`config.mk`:
```
export PLATFORM = sky130hd
export DESIGN_NAME = vxe_vpu_rsp_collect
export DESIGN_NICKNAME = d
export VERILOG_FILES = /design/src/rtl/vxe_vpu_rsp_pkg.sv /design/src/rtl/vxe_vpu_rsp_collect_fifo.sv /design/src/rtl/vxe_vpu_rsp_collect.sv
export SDC_FILE = /design/constraint.sdc
export NUM_CORES = 1
export LEC_CHECK = 0
export ABC_CLOCK_PERIOD_IN_PS = 8800
export CORE_AREA = 2 2 446 448
export DETAILED_ROUTE_END_ITERATION = 8
export DIE_AREA = 0 0 448 450
export REMOVE_ABC_BUFFERS = 1
export SLEW_MARGIN = 0
export SYNTH_ARGS = -nofsm -noshare
export SYNTH_HDL_FRONTEND = slang
export SYNTH_SLANG_ARGS = --single-unit
```
`constraint.sdc`:
```
create_clock -name clk -period 8.8 [get_ports clk]
set_input_delay 2.64 -clock clk [delete_from_list [all_inputs] [get_ports clk]]
set_output_delay 2.64 -clock clk [all_outputs]
set_load 0.005 [all_outputs]
```
`src/rtl/vxe_vpu_rsp_pkg.sv`:
```
`default_nettype none
// ============================================================================
// Module   : vxe_vpu_rsp_pkg
// Purpose  : Shared types, client ids and status/txnid field layout for the VPU
//            response collector.
// Revision : 1.0  initial release
// ============================================================================
package vxe_vpu_rsp_pkg;

    localparam logic [1:0] CLNT_HOST = 2'b00;
    localparam logic [1:0] CLNT_VPU0 = 2'b01;
    localparam logic [1:0] CLNT_VPU1 = 2'b10;
    localparam logic [1:0] CLNT_DMA  = 2'b11;

    localparam logic ARG_RS = 1'b0;
    localparam logic ARG_RT = 1'b1;

    localparam int RSS_W   = 9;
    localparam int TXNID_W = 6;
    localparam int ERR_W   = 2;
    localparam int RSD_W   = 64;
    localparam int NTHR    = 8;
    localparam int THR_W   = 3;

    // Status word layout, MSB first: txnid[8:3], rnw[2], err[1:0]
    typedef struct packed {
        logic [TXNID_W-1:0] txnid;
        logic               rnw;
        logic [ERR_W-1:0]   err;
    } txnress_t;

    // Transaction id layout, MSB first: client[5:4], thread[3:1], arg[0]
    typedef struct packed {
        logic [1:0]       client;
        logic [THR_W-1:0] thread;
        logic             arg;
    } txnid_t;

    function automatic txnress_t vxe_txnress_decoder(input logic [RSS_W-1:0] rss);
        return txnress_t'(rss);
    endfunction

    function automatic txnid_t vxe_txnid_decoder(input logic [TXNID_W-1:0] txnid);
        return txnid_t'(txnid);
    endfunction

    function automatic logic [RSS_W-1:0] rss_pack(
        input logic [1:0]       client,
        input logic [THR_W-1:0] thread,
        input logic             arg,
        input logic             rnw,
        input logic [ERR_W-1:0] err
    );
        return {client, thread, arg, rnw, err};
    endfunction

endpackage
`default_nettype wire

```
`src/rtl/vxe_vpu_rsp_collect_fifo.sv`:
```
`default_nettype none
// ============================================================================
// Module   : vxe_vpu_rsp_fifo
// Purpose  : Parameterised synchronous FIFO; pointers carry a wrap bit so that
//            full and empty come straight from registered state.
// Revision : 1.0  initial release
// ============================================================================
module vxe_vpu_rsp_fifo #(
    parameter int WIDTH      = 8,
    parameter int DEPTH_LOG2 = 1
) (
    input  logic             clk,
    input  logic             rst,
    input  logic             push_i,
    input  logic [WIDTH-1:0] data_i,
    input  logic             pop_i,
    output logic [WIDTH-1:0] data_o,
    output logic             full_o,
    output logic             empty_o
);

    localparam int DEPTH = 1 << DEPTH_LOG2;
    localparam logic [DEPTH_LOG2:0] PTR_ONE = {{DEPTH_LOG2{1'b0}}, 1'b1};

    logic [DEPTH_LOG2:0] wr_ptr_q, wr_ptr_d;
    logic [DEPTH_LOG2:0] rd_ptr_q, rd_ptr_d;
    logic [WIDTH-1:0]    mem_q [DEPTH];
    logic                do_push;
    logic                do_pop;

    assign empty_o = (wr_ptr_q == rd_ptr_q);
    assign full_o  = (wr_ptr_q[DEPTH_LOG2-1:0] == rd_ptr_q[DEPTH_LOG2-1:0]) &&
                     (wr_ptr_q[DEPTH_LOG2]     != rd_ptr_q[DEPTH_LOG2]);

    // Guard both sides so a misbehaving caller cannot corrupt the pointers
    assign do_push = push_i && !full_o;
    assign do_pop  = pop_i  && !empty_o;

    assign wr_ptr_d = do_push ? (wr_ptr_q + PTR_ONE) : wr_ptr_q;
    assign rd_ptr_d = do_pop  ? (rd_ptr_q + PTR_ONE) : rd_ptr_q;

    assign data_o = mem_q[rd_ptr_q[DEPTH_LOG2-1:0]];

    always_ff @(posedge clk or posedge rst) begin
        if (rst) begin
            wr_ptr_q <= '0;
            rd_ptr_q <= '0;
        end else begin
            wr_ptr_q <= wr_ptr_d;
            rd_ptr_q <= rd_ptr_d;
        end
    end

    always_ff @(posedge clk) begin
        if (do_push) begin
            mem_q[wr_ptr_q[DEPTH_LOG2-1:0]] <= data_i;
        end
    end

endmodule
`default_nettype wire

```
`src/rtl/vxe_vpu_rsp_collect.sv`:
```
`default_nettype none
// ============================================================================
// Module   : vxe_vpu_rsp_collect
// Purpose  : Per-VPU response collector; pairs read status with data, steers
//            operands into per-thread Rs/Rt slots, pulses write completion.
// Revision : 1.0  initial release
// ============================================================================
module vxe_vpu_rsp_collect
    import vxe_vpu_rsp_pkg::*;
#(
    parameter logic [1:0] CLIENT_ID       = CLNT_VPU0,
    parameter int         FIFO_DEPTH_LOG2 = 1
) (
    input  logic                  clk,
    input  logic                  rst,
    input  logic                  i_rss_wr,
    input  logic [RSS_W-1:0]      i_rss,
    output logic                  o_rss_rdy,
    input  logic                  i_rsd_wr,
    input  logic [RSD_W-1:0]      i_rsd,
    output logic                  o_rsd_rdy,
    output logic [NTHR-1:0]       o_rs_vld,
    output logic [NTHR-1:0]       o_rt_vld,
    output logic [NTHR*RSD_W-1:0] o_rs_data,
    output logic [NTHR*RSD_W-1:0] o_rt_data,
    input  logic [NTHR-1:0]       i_consume,
    output logic [NTHR-1:0]       o_wr_done,
    output logic [NTHR-1:0]       o_err_vld,
    input  logic [NTHR-1:0]       i_err_clr,
    output logic                  o_misroute
);

    localparam logic [0:0] PAIR_IDLE  = 1'b0;
    localparam logic [0:0] PAIR_WAITD = 1'b1;

    logic             rss_push, rss_pop, rss_full, rss_empty;
    logic             rsd_push, rsd_pop, rsd_full, rsd_empty;
    logic [RSS_W-1:0] rss_head;
    logic [RSD_W-1:0] rsd_head;

    txnress_t         head;
    txnid_t           id;
    logic             id_match;
    logic             slot_busy;
    logic             slot_free;
    logic             fill;
    logic             misroute_set;
    logic [NTHR-1:0]  err_set;

    logic [0:0]       state_q, state_d;
    logic [NTHR-1:0]  rs_vld_q, rs_vld_d;
    logic [NTHR-1:0]  rt_vld_q, rt_vld_d;
    logic [NTHR-1:0]  wr_done_q, wr_done_d;
    logic [NTHR-1:0]  err_vld_q, err_vld_d;
    logic             misroute_q, misroute_d;
    logic [RSD_W-1:0] rs_data_q [NTHR];
    logic [RSD_W-1:0] rt_data_q [NTHR];

    // Ready depends only on registered pointers, never on the incoming wr
    assign o_rss_rdy = !rss_full;
    assign o_rsd_rdy = !rsd_full;
    assign rss_push  = i_rss_wr && !rss_full;
    assign rsd_push  = i_rsd_wr && !rsd_full;

    vxe_vpu_rsp_fifo #(
        .WIDTH      (RSS_W),
        .DEPTH_LOG2 (FIFO_DEPTH_LOG2)
    ) u_rss_fifo (
        .clk     (clk),
        .rst     (rst),
        .push_i  (rss_push),
        .data_i  (i_rss),
        .pop_i   (rss_pop),
        .data_o  (rss_head),
        .full_o  (rss_full),
        .empty_o (rss_empty)
    );

    vxe_vpu_rsp_fifo #(
        .WIDTH      (RSD_W),
        .DEPTH_LOG2 (FIFO_DEPTH_LOG2)
    ) u_rsd_fifo (
        .clk     (clk),
        .rst     (rst),
        .push_i  (rsd_push),
        .data_i  (i_rsd),
        .pop_i   (rsd_pop),
        .data_o  (rsd_head),
        .full_o  (rsd_full),
        .empty_o (rsd_empty)
    );

    assign head     = vxe_txnress_decoder(rss_head);
    assign id       = vxe_txnid_decoder(head.txnid);
    assign id_match = (id.client == CLIENT_ID);

    // A slot drained by the consumer this cycle may be refilled at the same edge
    assign slot_busy = (id.arg == ARG_RT) ? rt_vld_q[id.thread] : rs_vld_q[id.thread];
    assign slot_free = !slot_busy || i_consume[id.thread];

    always_comb begin
        rss_pop      = 1'b0;
        rsd_pop      = 1'b0;
        fill         = 1'b0;
        misroute_set = 1'b0;
        wr_done_d    = '0;
        err_set      = '0;
        if (!rss_empty) begin
            if (!head.rnw) begin
                rss_pop = 1'b1;
                if (id_match) begin
                    wr_done_d[id.thread] = 1'b1;
                end else begin
                    misroute_set = 1'b1;
                end
            end else if (!rsd_empty) begin
                if (!id_match) begin
                    rss_pop      = 1'b1;
                    rsd_pop      = 1'b1;
                    misroute_set = 1'b1;
                end else if (slot_free) begin
                    rss_pop = 1'b1;
                    rsd_pop = 1'b1;
                    fill    = 1'b1;
                end
            end
            if (rss_pop && (head.err != '0)) begin
                err_set[id.thread] = 1'b1;
            end
        end
    end

    always_comb begin
        rs_vld_d = rs_vld_q & ~i_consume;
        rt_vld_d = rt_vld_q & ~i_consume;
        if (fill) begin
            if (id.arg == ARG_RT) begin
                rt_vld_d[id.thread] = 1'b1;
            end else begin
                rs_vld_d[id.thread] = 1'b1;
            end
        end
        err_vld_d  = (err_vld_q & ~i_err_clr) | err_set;
        misroute_d = misroute_q | misroute_set;
    end

    always_comb begin
        state_d = state_q;
        case (state_q)
            PAIR_IDLE: begin
                if (!rss_empty && head.rnw && rsd_empty) begin
                    state_d = PAIR_WAITD;
                end
            end
            PAIR_WAITD: begin
                if (rsd_pop) begin
                    state_d = PAIR_IDLE;
                end
            end
            default: state_d = PAIR_IDLE;
        endcase
    end

    always_ff @(posedge clk or posedge rst) begin
        if (rst) begin
            state_q    <= PAIR_IDLE;
            rs_vld_q   <= '0;
            rt_vld_q   <= '0;
            wr_done_q  <= '0;
            err_vld_q  <= '0;
            misroute_q <= 1'b0;
        end else begin
            state_q    <= state_d;
            rs_vld_q   <= rs_vld_d;
            rt_vld_q   <= rt_vld_d;
            wr_done_q  <= wr_done_d;
            err_vld_q  <= err_vld_d;
            misroute_q <= misroute_d;
        end
    end

    always_ff @(posedge clk) begin
        if (fill) begin
            if (id.arg == ARG_RT) begin
                rt_data_q[id.thread] <= rsd_head;
            end else begin
                rs_data_q[id.thread] <= rsd_head;
            end
        end
    end

    generate
        for (genvar g = 0; g < NTHR; g++) begin : g_pack
            assign o_rs_data[RSD_W*g +: RSD_W] = rs_data_q[g];
            assign o_rt_data[RSD_W*g +: RSD_W] = rt_data_q[g];
        end
    endgenerate

    assign o_rs_vld   = rs_vld_q;
    assign o_rt_vld   = rt_vld_q;
    assign o_wr_done  = wr_done_q;
    assign o_err_vld  = err_vld_q;
    assign o_misroute = misroute_q;

endmodule
`default_nettype wire

```
==> impl_metrics.toml, run 1 <==
[run_status]
status = "finished, final reports clean"

[finish]
drive_above_1_share = 0.115
syn2layout_area_growth_pct = 50.8
layout_common_cells = "edfxtp_1, clkdlybuf4s50_1, clkbuf_16"
finish.utilization = 0.293
layout.cells.most_common = "edfxtp_1"
fin_nets = 2865

[routing]
postRouteAntennaNets = 0
vias = 20300
wl_mm = 138
viasPerCell = 3.68
drc = 0
drtIter0Drc = 1585
wire_per_inst_um = 25.0
drt_first_pass_iters = 5

[place]
place.gp.congestion = 0.829
io_buffers = 1151
dp_hpwl_mm = 96.4
preCtsSetupSlack_ns = 2.36

[global_route]
grt_usage = 0.132
grt_pass1_vias = 20500
grt_max_degree = 65
gr-total-overflow = 0
antenna_found_initial = 27
grt_pass1_wl_mm = 181

[clock_tree]
clk_pin_slew_ns = 0.06
cts_setup_buffers = 0
htree_levels = 4
clock-sinks = 1211
clk_latency_ns = 0.78
cts_made_buffers = 130
clk_path_buf_depth = 3
hold_buffers = 0
cts_tree = "built"
cts_resized = 0
cts-root-buf = "clkbuf_16"

[timing]
clock.fmax_mhz = 179
rsz0062_at_grt = "no"
skew_ns = 0.0475
finalWorstSetupSlack_ns = 3.20
slew-limit-headroom = 0.292
hold_viol = 0
hold-worst-slack_ns = 0.478
worst_slew_pin_slew_ns = 1.06
timing.final.crit_share = 0.636
setup_viol = 0
drv_slew = 0
period_needed_ns = 5.60

[power]
ir_drop_mv = 0.161
p_leak_nw = 18.4
powerDensity_nw_per_um2 = 268

[die]
die_area_um2 = 202000
start_util = 0.194
placementRows = 163
die_width_um = 448
boundaryPins = 1152
die_y_um = 450
core_area_um2 = 197000

[synth]
syn_avg_cell_area_um2 = 26.0
ys.flop_type = "edfxtp_1"
yosys_warnings = 0
ys_async_sr_fraction = 0.0339
yosysUniqueCellTypes = 50
syn_area_um2 = 38200
ys_ff_latch = 1211
ys_seq_area_frac = 0.948
synth_edf_count = 1170
synth_cells = 1467

[worst_hold_path]
min_path_type = "reg2reg"

[critical_path]
r2r.worst_path.cells = 8
crit_start = "i_consume[4]"
crit_type = "in2reg"
crit-reg2reg-launch = "u_rss_fifo.rd_ptr_q[0]"
critPathMaxFanout = 41
endpoint_kind = "register"
rrSetupSlack_ns = 4.16
critPathArrivalTime_ns = 6.01
crit_path_start_kind = "input port"
r2r_end = "rs_data_q[5][39]"
endpoint = "rs_data_q[5][39]"
critPathRequiredTime_ns = 9.21

[flow_run]
drv_cap = 0
-- per-stage QoR --
step,total power [mW],cells,TNS [ns],instance area (um2)
3_3_place_gp,10.3,5280,0,53300
6_report,15.4,5529,0,57600
3_5_place_dp,10.3,5280,0,53300
2_1_floorplan,8.70,1452,-647.61,38100
4_1_cts,15.7,5518,0,57500
5_1_grt,16.0,5524,0,57500
-- worst max-delay path, stage by stage --
cell and delay [ns]:
clkdlybuf4s50_1 0.56, mux2i_1 0.11, o2111a_1 0.28, a31oi_4 0.23, a21oi_2 0.18, or4_4 0.73
nor2_4 0.78, buf_12 0.35
-- cell usage after synthesis (4+ instances only) --
library cell  number  area, um2
clkbuf_1           7       26.3
mux2i_1            6       60.1
mux2_2            66        743
dfrtp_1           41       1030
xnor2_1            5       43.8
xor2_1             7       61.3
o22ai_2            7       87.6
o22ai_1            9       56.3
edfxtp_1        1170      35100
buf_6              4       45.0
nor4_1             8       50.1
nor2_1            21       78.8
nand2_1           23       86.3
inv_1             29        109
o32ai_1            8       70.1
-- cell families (layout without fill, tap and decap cells) --
kind of cell / after synthesis / count (layout) / share of synthesized area
AND/OR/NAND/NOR: 73 / 73 / 0.00957
other: 0 / 11 / 0
XOR/XNOR: 12 / 12 / 0.00275
flip-flops: 1211 / 1211 / 0.948
AO/OA/AOI/OAI: 51 / 51 / 0.0119
buffers and inverters: 44 / 1455 / 0.00521
multiplexers: 76 / 76 / 0.0230
-- worst min-delay path by stage --
stage | from | endpoint | slack [ns] | cells after the start
floorplan | o_misroute | o_misroute | 0.45 | 1
global placement | o_misroute | o_misroute | 0.44 | 1
detailed placement | o_misroute | o_misroute | 0.47 | 1
CTS | o_misroute | o_misroute | 0.48 | 1
global route | o_misroute | o_misroute | 0.49 | 1
finish | o_misroute | o_misroute | 0.48 | 1
-- where the power goes --
part | leakage [nW] | total (mW) | switching [mW] | internal [mW]
Combinational | 5.29 | 2.48 | 1.92 | 0.567
Clock | 2.03 | 5.35 | 2.36 | 3.00
Sequential | 11.1 | 7.61 | 0.163 | 7.45
Total | 18.4 | 15.4 | 4.43 | 11.0
-- flip-flops by register name, summed over array words and instances, names as in the netlist --
name                 cells
o_rt_vld                 8
u_rss_fifo.rd_ptr_q      2
o_rs_vld                 8
u_rsd_fifo.wr_ptr_q      2
o_err_vld                8
u_rss_fifo.wr_ptr_q      2
o_misroute               1
rs_data_q              512
rt_data_q              512
o_wr_done                8
u_rss_fifo.mem_q        18
u_rsd_fifo.mem_q       128
u_rsd_fifo.rd_ptr_q      2
-- layout make-up --
cell class,count,area [um2]
Antenna cell,11,27.5
Clock buffer,157,3410
Clock inverter,81,776
Fill cell,19300,139000
Inverter,29,109
Multi-Input combinational cell,212,1930
Sequential cell,1211,36200
Tap cell,2640,3300
Timing Repair Buffer,1188,11800
-- per-layer routing --
| metal | up-vias | track usage | share of wire |
|---|---|---|---|
| met4 | 10 | 0.0522 | 0.033 |
| li1 | 8561 | - | - |
| met5 | - | 0 | 0.00058 |
| met2 | 971 | 0.241 | 0.53 |
| met3 | 222 | 0.0400 | 0.079 |
| met1 | 10600 | 0.141 | 0.35 |
Power figures use the tool's default switching activity.
==> run 2, diff against run 1 <==
--- a/config.mk
+++ b/config.mk
@@ -5,7 +5,7 @@
 export SDC_FILE = /design/constraint.sdc
 export NUM_CORES = 1
 export LEC_CHECK = 0
-export ABC_CLOCK_PERIOD_IN_PS = 8800
+export ABC_CLOCK_PERIOD_IN_PS = 4600
 export CORE_AREA = 2 2 446 448
 export DETAILED_ROUTE_END_ITERATION = 8
 export DIE_AREA = 0 0 448 450
==> constraint.sdc (replaced) <==
create_clock -name clk -period 4.6 [get_ports clk]
set_input_delay 1.38 -clock clk [delete_from_list [all_inputs] [get_ports clk]]
set_output_delay 1.38 -clock clk [all_outputs]
set_load 0.005 [all_outputs]
==> run 2 against run 1 <==
Compared with the run above:
- first-iteration DRC count grew 25%
- worst setup slack lost 2.7 ns
- highest routed layer unchanged
- sequential share of layout area shrank 0.72 points
==> impl_metrics.toml, run 2 (same netlist as run 1, synthesis figures left out) <==
[die]
core_area_um2 = 197000
start_util = 0.194
die_width_um = 448
placementRows = 163
die_y_um = 450
die_area_um2 = 202000
boundaryPins = 1152

[routing]
wl_mm = 138
postRouteAntennaNets = 0
drc = 0
drtIter0Drc = 1976
wire_per_inst_um = 24.9
vias = 20700
drt_first_pass_iters = 7
viasPerCell = 3.72

[worst_hold_path]
min_path_type = "reg2reg"
holdPathStages = 1

[global_route]
antenna_found_initial = 31
grt_pass1_vias = 21000
grt_max_degree = 66
grt_usage = 0.131
grt_pass1_wl_mm = 181
gr-total-overflow = 0

[timing]
tns_ns = 0
slew-limit-headroom = 0.314
clock.fmax_mhz = 245
hold-worst-slack_ns = 0.460
setup_viol = 0
hold_viol = 0
rsz0062_at_grt = "no"
timing.final.crit_share = 0.888
worst_slew_pin_slew_ns = 1.03
drv_slew = 0
skew_ns = 0.0384
finalWorstSetupSlack_ns = 0.517
period_needed_ns = 4.08

[flow_run]
drv_cap = 0

[clock_tree]
cts_setup_buffers = 0
htree_levels = 4
clk_path_buf_depth = 3
cts_tree = "built"
clock-sinks = 1211
clk_latency_ns = 0.78
cts-root-buf = "clkbuf_16"
cts_resized = 0
clk_pin_slew_ns = 0.06
hold_buffers = 0
cts_made_buffers = 132

[power]
ir_drop_mv = 0.446
powerDensity_nw_per_um2 = 513
p_leak_nw = 18.7

[place]
io_buffers = 1151
preCtsSetupSlack_ns = 0.221
dp_hpwl_mm = 98.2
place.gp.congestion = 0.851

[critical_path]
critPathMaxFanout = 23
crit_path_start_kind = "register"
r2r.worst_path.cells = 8
critPathRequiredTime_ns = 3.22
crit_type = "reg2out"
critPathArrivalTime_ns = 2.70
endpoint_kind = "primary output"

[finish]
drive_above_1_share = 0.123
syn2layout_area_growth_pct = 52.6
fin_nets = 2891
fill_cells = 19200
layout_common_cells = "edfxtp_1, clkdlybuf4s50_1, clkbuf_16"
layout.cells.most_common = "edfxtp_1"

[run_status]
status = "finished, final reports clean"
==> run 2: worst paths after layout <==
| check | start | end | slack (ns) |
|---|---|---|---|
| worst min register to register | o_misroute | o_misroute | 0.46 |
| max in group asynchronous | rst | o_wr_done[7] | 2.76 |
| worst min-delay path | o_misroute | o_misroute | 0.46 |
| min in group asynchronous | rst | o_wr_done[2] | 1.01 |
| worst max register to register | u_rss_fifo.rd_ptr_q[0] | rt_data_q[6][42] | 0.64 |
| worst max-delay path | u_rss_fifo.rd_ptr_q[0] | o_rss_rdy | 0.52 |
==> run 2: cell type report <==
cell class | count | area, um2 | share of cell area
Clock buffer | 154 | 3450 | 0.0592
Antenna cell | 13 | 32.5 | 0.000559
Timing Repair Buffer | 1212 | 12400 | 0.213
Inverter | 29 | 109 | 0.00187
Sequential cell | 1211 | 36200 | 0.621
Multi-Input combinational cell | 212 | 1930 | 0.0331
Clock inverter | 82 | 853 | 0.0147
Tap cell | 2640 | 3300 | 0.0567
==> run 2: per-stage QoR <==
stage                      util  area, um2  total power [mW]  std cells
final                     0.296      58200              29.9       5553
after global routing      0.296      58200              30.9       5548
after CTS                 0.296      58200              30.3       5540
after detailed placement  0.274      53900              19.7       5304
after global placement    0.274      53900              19.6       5304
after floorplan               -      38100              16.6       1452
==> run 2: power by group <==
part	internal, mW	switching [mW]
clock	6.01	4.50
combinational	1.15	3.74
sequential	14.2	0.247
==> run 2: routing by layer <==
| metal | wire (um) | GRT usage |
|---|---|---|
| met5 | 45 | 0 |
| met4 | 4930 | 0.0543 |
| met3 | 10600 | 0.0375 |
| met2 | 72600 | 0.235 |
| met1 | 49700 | 0.144 |
==> run 2: worst max-delay path: stages (launching register included) <==
cell and delay [ns]:
dfrtp_1 1.01, xnor2_1 0.20, nand2_1 0.18, clkdlybuf4s50_1 0.56
